File: config.mk
export PLATFORM = sky130hd
export DESIGN_NAME = if_fetch_queue
export DESIGN_NICKNAME = d
export VERILOG_FILES = /design/src/rtl/mips_defs_pkg.sv /design/src/rtl/fetch_fifo.sv /design/src/rtl/if_fetch_queue.sv
export SDC_FILE = /design/constraint.sdc
export NUM_CORES = 1
export LEC_CHECK = 0
export ABC_CLOCK_PERIOD_IN_PS = 6500
export CAP_MARGIN = 25
export CORE_MARGIN = 1.5
export CORE_UTILIZATION = 59
export DETAILED_ROUTE_END_ITERATION = 10
export PLACE_DENSITY = 0.91
export REMOVE_ABC_BUFFERS = 1
export SETUP_SLACK_MARGIN = 0.02
export SLEW_MARGIN = 20
export SYNTH_ARGS = -nofsm -noshare
export SYNTH_HDL_FRONTEND = slang
export SYNTH_SLANG_ARGS = --single-unit
File: constraint.sdc
create_clock -name clk -period 6.5 [get_ports clk]
set_input_delay 1.95 -clock clk [delete_from_list [all_inputs] [get_ports clk]]
set_output_delay 1.95 -clock clk [all_outputs]
set_load 0.005 [all_outputs]
File: src/rtl/mips_defs_pkg.sv
// Shared MIPS core definitions: default widths, NOP encoding, reset PC and the fetch-entry record.
package mips_defs_pkg;
  localparam int ADDR_W = 32;
  localparam int DATA_W = 32;
  localparam logic [DATA_W-1:0] INST_NOP = 32'h0000_0000;
  localparam logic [ADDR_W-1:0] RESET_PC = 32'h0000_0000;

  typedef struct packed {
    logic [ADDR_W-1:0] pc;
    logic [DATA_W-1:0] inst;
  } fetch_entry_t;
endpackage

File: src/rtl/fetch_fifo.sv
// Fetch buffer storage: DEPTH x W entries with wrapping pointers, occupancy count and a
// synchronous clear that wins over push and pop.
module fetch_fifo #(
  parameter int DEPTH = 4,
  parameter int W     = 64,
  localparam int PW   = $clog2(DEPTH),
  localparam int CW   = $clog2(DEPTH) + 1
) (
  input  logic          clk,
  input  logic          rst,
  input  logic          clear,
  input  logic          push,
  input  logic          pop,
  input  logic [W-1:0]  din,
  output logic [W-1:0]  dout,
  output logic          empty,
  output logic [CW-1:0] count
);
  logic [W-1:0]  mem [DEPTH];
  logic [PW-1:0] rd_ptr, wr_ptr;
  logic          do_pop;

  assign empty  = (count == '0);
  assign do_pop = pop & ~empty;
  assign dout   = mem[rd_ptr];

  always_ff @(posedge clk) begin
    if (rst || clear) begin
      rd_ptr <= '0;
      wr_ptr <= '0;
      count  <= '0;
    end else begin
      if (push)   wr_ptr <= wr_ptr + 1'b1;
      if (do_pop) rd_ptr <= rd_ptr + 1'b1;
      count <= count + CW'(push) - CW'(do_pop);
    end
  end

  // Storage needs no reset; occupancy alone decides what is visible.
  always_ff @(posedge clk) begin
    if (push && !clear && !rst) mem[wr_ptr] <= din;
  end

  // The credit scheme upstream guarantees a free slot for every accepted return.
  no_overflow: assert property (@(posedge clk) disable iff (rst)
    !(push && !do_pop && !clear && count == CW'(DEPTH)));
endmodule

File: src/rtl/if_fetch_queue.sv
// Instruction fetch: issues PC to the synchronous ROM, pairs returns with their PC and buffers
// them for ID. Optional IF_QUEUE_BYPASS_EN presents a return straight to ID when the queue is empty.
module if_fetch_queue
  import mips_defs_pkg::*;
#(
  parameter int DEPTH = 4,
  parameter int AW    = ADDR_W,
  parameter int DW    = DATA_W
) (
  input  logic          clk,
  input  logic          rst,
  input  logic [AW-1:0] pc_i,
  input  logic          ce_i,
  input  logic          flush_i,
  output logic [AW-1:0] rom_addr_o,
  output logic          rom_ce_o,
  input  logic [DW-1:0] rom_data_i,
  input  logic          id_stall_i,
  output logic          id_valid_o,
  output logic [AW-1:0] id_pc_o,
  output logic [DW-1:0] id_inst_o,
  output logic          fetch_stall_o
);
  localparam int CW = $clog2(DEPTH) + 1;

  typedef struct packed {
    logic [AW-1:0] pc;
    logic [DW-1:0] inst;
  } entry_t;

  logic          pending;
  logic [AW-1:0] pend_pc;
  logic [CW-1:0] count;
  logic [CW:0]   credit;
  logic          empty, ret, byp, push, pop;
  entry_t        head, ret_entry;

  // Credit counts in-flight reads; a pop this cycle does not free a slot until next cycle.
  assign credit        = (CW+1)'(count) + (CW+1)'(pending);
  assign fetch_stall_o = (credit >= (CW+1)'(DEPTH));

  assign rom_addr_o = pc_i;
  assign rom_ce_o   = ce_i & ~fetch_stall_o & ~flush_i & ~rst;

  always_ff @(posedge clk) begin
    if (rst) begin
      pending <= 1'b0;
      pend_pc <= AW'(RESET_PC);
    end else begin
      pending <= rom_ce_o;
      if (rom_ce_o) pend_pc <= pc_i;
    end
  end

  assign ret       = pending & ~flush_i;
  assign ret_entry = '{pc: pend_pc, inst: rom_data_i};

`ifdef IF_QUEUE_BYPASS_EN
  assign byp = ret & empty;
`else
  assign byp = 1'b0;
`endif

  // A bypassed word that ID takes this cycle never occupies a slot.
  assign push = ret & ~(byp & ~id_stall_i);
  assign pop  = ~empty & ~id_stall_i & ~flush_i;

  fetch_fifo #(.DEPTH(DEPTH), .W(AW+DW)) u_fifo (
    .clk   (clk),
    .rst   (rst),
    .clear (flush_i),
    .push  (push),
    .pop   (pop),
    .din   (ret_entry),
    .dout  (head),
    .empty (empty),
    .count (count)
  );

  always_comb begin
    id_valid_o = 1'b0;
    id_pc_o    = '0;
    id_inst_o  = DW'(INST_NOP);
    if (!rst) begin
      if (byp) begin
        id_valid_o = 1'b1;
        id_pc_o    = ret_entry.pc;
        id_inst_o  = ret_entry.inst;
      end else if (!empty) begin
        id_valid_o = 1'b1;
        id_pc_o    = head.pc;
        id_inst_o  = head.inst;
      end
    end
  end
endmodule

Word-level counts from Yosys, hierarchy flattened
Memories as Yosys holds them, arrays and structs flattened. A register that Yosys moved wholly into a read port is not among the register bits.
Index checks and enable logic that the tools add are counted.
Widths: inputs -> output; s select.
- reduce and logical (&&, ||, !) cells: 6
- bitwise operators: 12
- magnitude comparators: 1
- mux-type cells: 10
- add/sub/neg operators: 5
- operators with widths (cell ; number):
    $mux 32 ; 4
    $and 1x1->1 ; 7
    $not 1->1 ; 5
    $add 2x1->2 const B ; 2
    $add 3x1->4 ; 1
    $ge 4x3->1 const B ; 1
    $mux 1 ; 4
    $mux 2 ; 2
    $add 3x1->3 ; 1
    $logic_not 3->1 ; 1
    $sub 3x1->3 ; 1
    $logic_and 1x1->1 ; 2
    $logic_not 1->1 ; 2
    $logic_or 1x1->1 ; 1
- output and inout port bits: 99
- bits in writable memories: 256
- bits in registers: 40
- memories kept: 1
- memory list (memory ; depth ; width ; read ports ; clocked after memory_dff ; wr ports ; RTL line ; RTL):
    u_fifo.mem ; 4 ; 64 ; 1 ; 1 ; 1 ; fetch_fifo.sv:19 ; logic [W-1:0] mem [DEPTH];

Depth between registers and ports, before layout
- word-level depth: 7
- gate-level depth with buffers: 8

By module
Synthesis repeated with hierarchy kept, for this count alone.
- cell total of the unflattened synthesis: 634
- area, all modules: 11745.0 µm²
- modules (own cells, without submodules) (module ; cells an instance ; seq. area each (µm²) ; area an instance (µm²) ; instances):
    fetch_fifo ; 380 ; 7867.5 ; 9789.4 ; 1
    if_fetch_queue ; 254 ; 660.6 ; 1955.6 ; 1

Least setup slack after synthesis
OpenSTA, ideal clock, no wires.
- path type: input to output
- start point: input port rst
- end point: output port id_inst_o[0]
- buffers on the path: 2
- arrival: 2.649 ns
- path slack: 1.901 ns
- stages on the path: 4
- cells stage by stage: nor2_1 clkbuf_1 clkbuf_1 and2_1
- longest elaborated chain between the ends: 1
- RTL lines (what ; RTL line ; RTL):
    from (decl) ; if_fetch_queue.sv:11 ; input logic rst,
    $mux 32 ; if_fetch_queue.sv:84 ; if (!rst) begin
    to (decl) ; if_fetch_queue.sv:21 ; output logic [DW-1:0] id_inst_o,
No other way between the ends.

Worst setup path after layout
- start point: input port rst
- end point: output port id_pc_o[21]
- longest elaborated chain between the ends: 1
- RTL lines (what ; RTL line ; RTL):
    $mux 32 ; if_fetch_queue.sv:84 ;
    to (decl) ; if_fetch_queue.sv:20 ; output logic [AW-1:0] id_pc_o,
No other way between the ends.

==> implementation parameters <==
Parameter                              Value

Global routing
  Antenna violations before repair    0
  All-Layer GR Usage    between 20% and 30%
  Global route overflow    0
  Pin count of the biggest net entering global routing    67
  Via count of the first global-routing pass    between 6000 and 7000
  Global-route wire length before repair    between 30 and 40 mm

Timing
  Count of final max-slew check failures    0
  Actual transition at the worst max-transition pin    between 1 and 1.5 ns
  Final Worst Setup Slack    0.9794 ns
  Number of endpoints with negative hold slack in the final report    0
  Remaining max-slew budget at the tightest pin    between 30% and 40%
  Fraction of the cycle the final worst path needs    ~85%
  Setup Total Neg Slack    0 ns
  Minimum clock period after layout    about 5.5 ns
  Top achievable clock speed    between 150 and 200 MHz
  Final setup viols    0
  Clock Skew    0.01415 ns
  Unrepaired setup endpoints after global routing    false

Clock network
  Worst-case clock buffer depth    3
  TritonCTS clock tree    yes
  Number of clock buffers inserted by TritonCTS    28
  H-tree depth    1
  Post-CTS Hold Buffers    0
  Reg clk slew, reported paths    about 0.060 ns
  CTS Root Buffer Type    sky130_fd_sc_hd__clkbuf_16
  CTS Sinks    298
  Setup Fix Bufs, Post-CTS    0
  CTS-repair resized insts    0
  Clock insertion delay at the later pin of the skew report    approximately 0.53 ns

Setup path
  Data required, critical path    about 4.6 ns
  Worst Reg2Reg Path Length in Cells    8
  Critical Path Fanout Max    42
  Classification of the worst setup path    primary input to primary output
  Endpoint of the worst-slack reg-to-reg timing path    u_fifo.count[2]
  Sort of element at the end of the critical path    primary output
  Critical Path Source Type    primary input
  Data arrival, critical path    between 3 and 4 ns
  Startpoint of the lowest-slack register-to-register path    u_fifo.count[0]
  Worst-case register-to-register setup slack    ~4.3 ns
  Launch point of the critical path    rst

Logic synthesis
  Most common cell in the synthesized netlist    sky130_fd_sc_hd__edfxtp_1
  Async S/R FF share, synth    0%
  Number of instances in the synthesized netlist    approximately 630
  Share of the synthesized area in the top cell type    approximately 65%
  Count of yosys warnings during synthesis    0
  Leading register cell type out of synthesis    sky130_fd_sc_hd__edfxtp_1
  Register bit count reported by yosys    298
  Top post-synthesis cells by count    sky130_fd_sc_hd__edfxtp_1, sky130_fd_sc_hd__and2_1, sky130_fd_sc_hd__mux4_2, sky130_fd_sc_hd__nand2b_1, sky130_fd_sc_hd__dfxtp_1
  Biggest area consumer among synthesized cells    sky130_fd_sc_hd__edfxtp_1
  Number of synthesized flops with an enable pin    roughly 260
  Cell area after technology mapping    11900 um^2
  Sequential-to-total area share from yosys stat    71.68%
  Top post-synthesis cells by area    sky130_fd_sc_hd__edfxtp_1, sky130_fd_sc_hd__mux4_2, sky130_fd_sc_hd__dfxtp_1, sky130_fd_sc_hd__and2_1, sky130_fd_sc_hd__nand2b_1
  Per-instance average area after synthesis    ~19 um^2
  Distinct cells, synth    30

Placement
  Worst setup timing slack at the placement stage    0.9454 ns
  Placed Cells incl. Taps    between 1000 and 1500
  Post-detailed-placement cell area    13510 um^2
  HPWL after DPL    about 13 mm
  Port buffer count    roughly 170
  Global placement routability congestion    around 0.75

Routing
  DRC violation count after routing    0
  Drt first-iter violations    a little over 300
  Via density per instance    roughly 5.5
  Total wire length after detailed routing    21.84 mm
  Wire length per cell after detailed routing    20.64 um
  Total vias in the final route    5867
  Number of search-and-repair iterations in the first detailed-routing pass    4
  Number of nets with antenna violations after detailed routing    0

Job
  Max-cap check violation count    0

Worst hold path
  Class of the tightest hold or removal check    flip-flop to flip-flop
  Number of cells on the worst hold path    0
  Hold EP    u_fifo.mem[0][51]
  Worst Hold Launch    pend_pc[19]

Layout
  Diodes inserted    0
  Area of the multi-input gates    roughly 2900 um^2
  Final instance count without filler cells    1058
  Summed area of non-filler cells in the final layout    14470 um^2
  Filler Cells Inserted    approximately 1100
  Fraction of layout instances using a drive strength above 1    about 16%
  Reg area    8536 um^2
  Synth-to-layout area growth    21.58%
  Final-stage net count    848

Pwr
  Cell area power density    approximately 270 nW/um^2
  P_leak    ~0.0047 uW
  Worst VDD drop    between 200 and 250 uV

Floorplan
  Die H    between 100 and 150 um
  Placement row count    just over 50
  Starting density of the core    60.73%
  Die ar.    roughly 21000 um^2
  I/O pin count    between 150 and 200
  Die span in x    around 150 um
  Placeable core region    ~20000 um^2

Status
  Run status    complete, no violations
[worst max-delay path by stage]
stage | cells after the start | end
6_report | 5 | id_pc_o[21]
4_1_cts | 5 | id_pc_o[21]
3_5_place_dp | 5 | id_pc_o[21]
5_1_grt | 5 | id_inst_o[9]
2_1_floorplan | 2 | id_inst_o[0]
3_3_place_gp | 5 | id_pc_o[16]
[logic make-up (layout without fill, tap and decap cells)]
kind of cell | count (synthesis) | count (layout) | synth area share, %
AOI/OAI and AO/OA | 3 | 3 | 0.1998
xor gates and xnor gates | 3 | 3 | 0.2209
adders and majority gates | 8 | 8 | 0.9044
buffers and inverters | 75 | 234 | 4.322
DFF | 298 | 298 | 71.68
muxes | 98 | 98 | 14.98
and+or+nand+nor | 149 | 149 | 7.698
[metal layers]
layer  global-route usage [%]  vias up  wire length, um
met2                    36.99      189            11190
met3                    3.679       37             1143
li1                         -     2642                -
met4                    5.515        0              413
met1                    28.11     2999             9094
met5                        0        -                0
[cell usage in the layout, fill, tap and decap left out, drive strengths merged]
master,Yosys,final
clkbuf,19,41
inv,9,9
fa,1,1
dfxtp,42,42
o211a,1,1
xor2,1,1
nand2b,64,64
mux2i,34,34
bufinv,0,2
edfxtp,256,256
clkdlybuf4s50,0,166
a21oi,1,1
and2,66,66
nor2,8,8
nand4b,1,1
mux4,64,64
ha,7,7
nand3,1,1
xnor2,2,2
buf,47,7
nor2b,1,1
a31o,1,1
nor3,2,2
clkinvlp,0,2
clkinv,0,7
and3,4,4
or2,1,1
nand2,1,1
[report_power, final]
group	switching [uW]	total, uW	internal (uW)	leakage, uW
Sequential	11.2	2090	2080	0.00253
Clock	651	1610	963	0.000461
Combinational	54.2	139	84.8	0.00173
Total	716	3850	3130	0.00472
[cell type report]
cell class / count / area share, %
inverter: 9 / 0.2335
timing repair buffer: 173 / 12.01
clock inverter: 11 / 0.7525
tap: 265 / 2.292
sequential: 298 / 59.01
multi-input combinational: 261 / 19.96
clock buffer: 41 / 5.743
[flip-flops by register name (all words and copies together) (netlist names), named ones only]
signal and cells:
u_fifo.rd_ptr 2, pending 1, pend_pc 32, u_fifo.mem 256, u_fifo.wr_ptr 2, u_fifo.count 3
[metrics by stage]
step / hold slack [ns] / util (%) / total power [uW]
after global routing: 0.5221 / 73.84 / 3959
after global placement: 0.4693 / 68.94 / 2265
final: 0.4984 / 73.84 / 3846
after detailed placement: 0.4951 / 68.94 / 2273
after floorplan: 0.4612 / - / 2171
after CTS: 0.5089 / 73.74 / 3876
[critical path: stages]
cell                              delay (ns)
sky130_fd_sc_hd__buf_2                  0.12
sky130_fd_sc_hd__nor2_4                 0.52
sky130_fd_sc_hd__buf_12                 0.27
sky130_fd_sc_hd__and2_1                 0.16
sky130_fd_sc_hd__clkdlybuf4s50_1        0.51
Power figures use the tool's default switching activity.
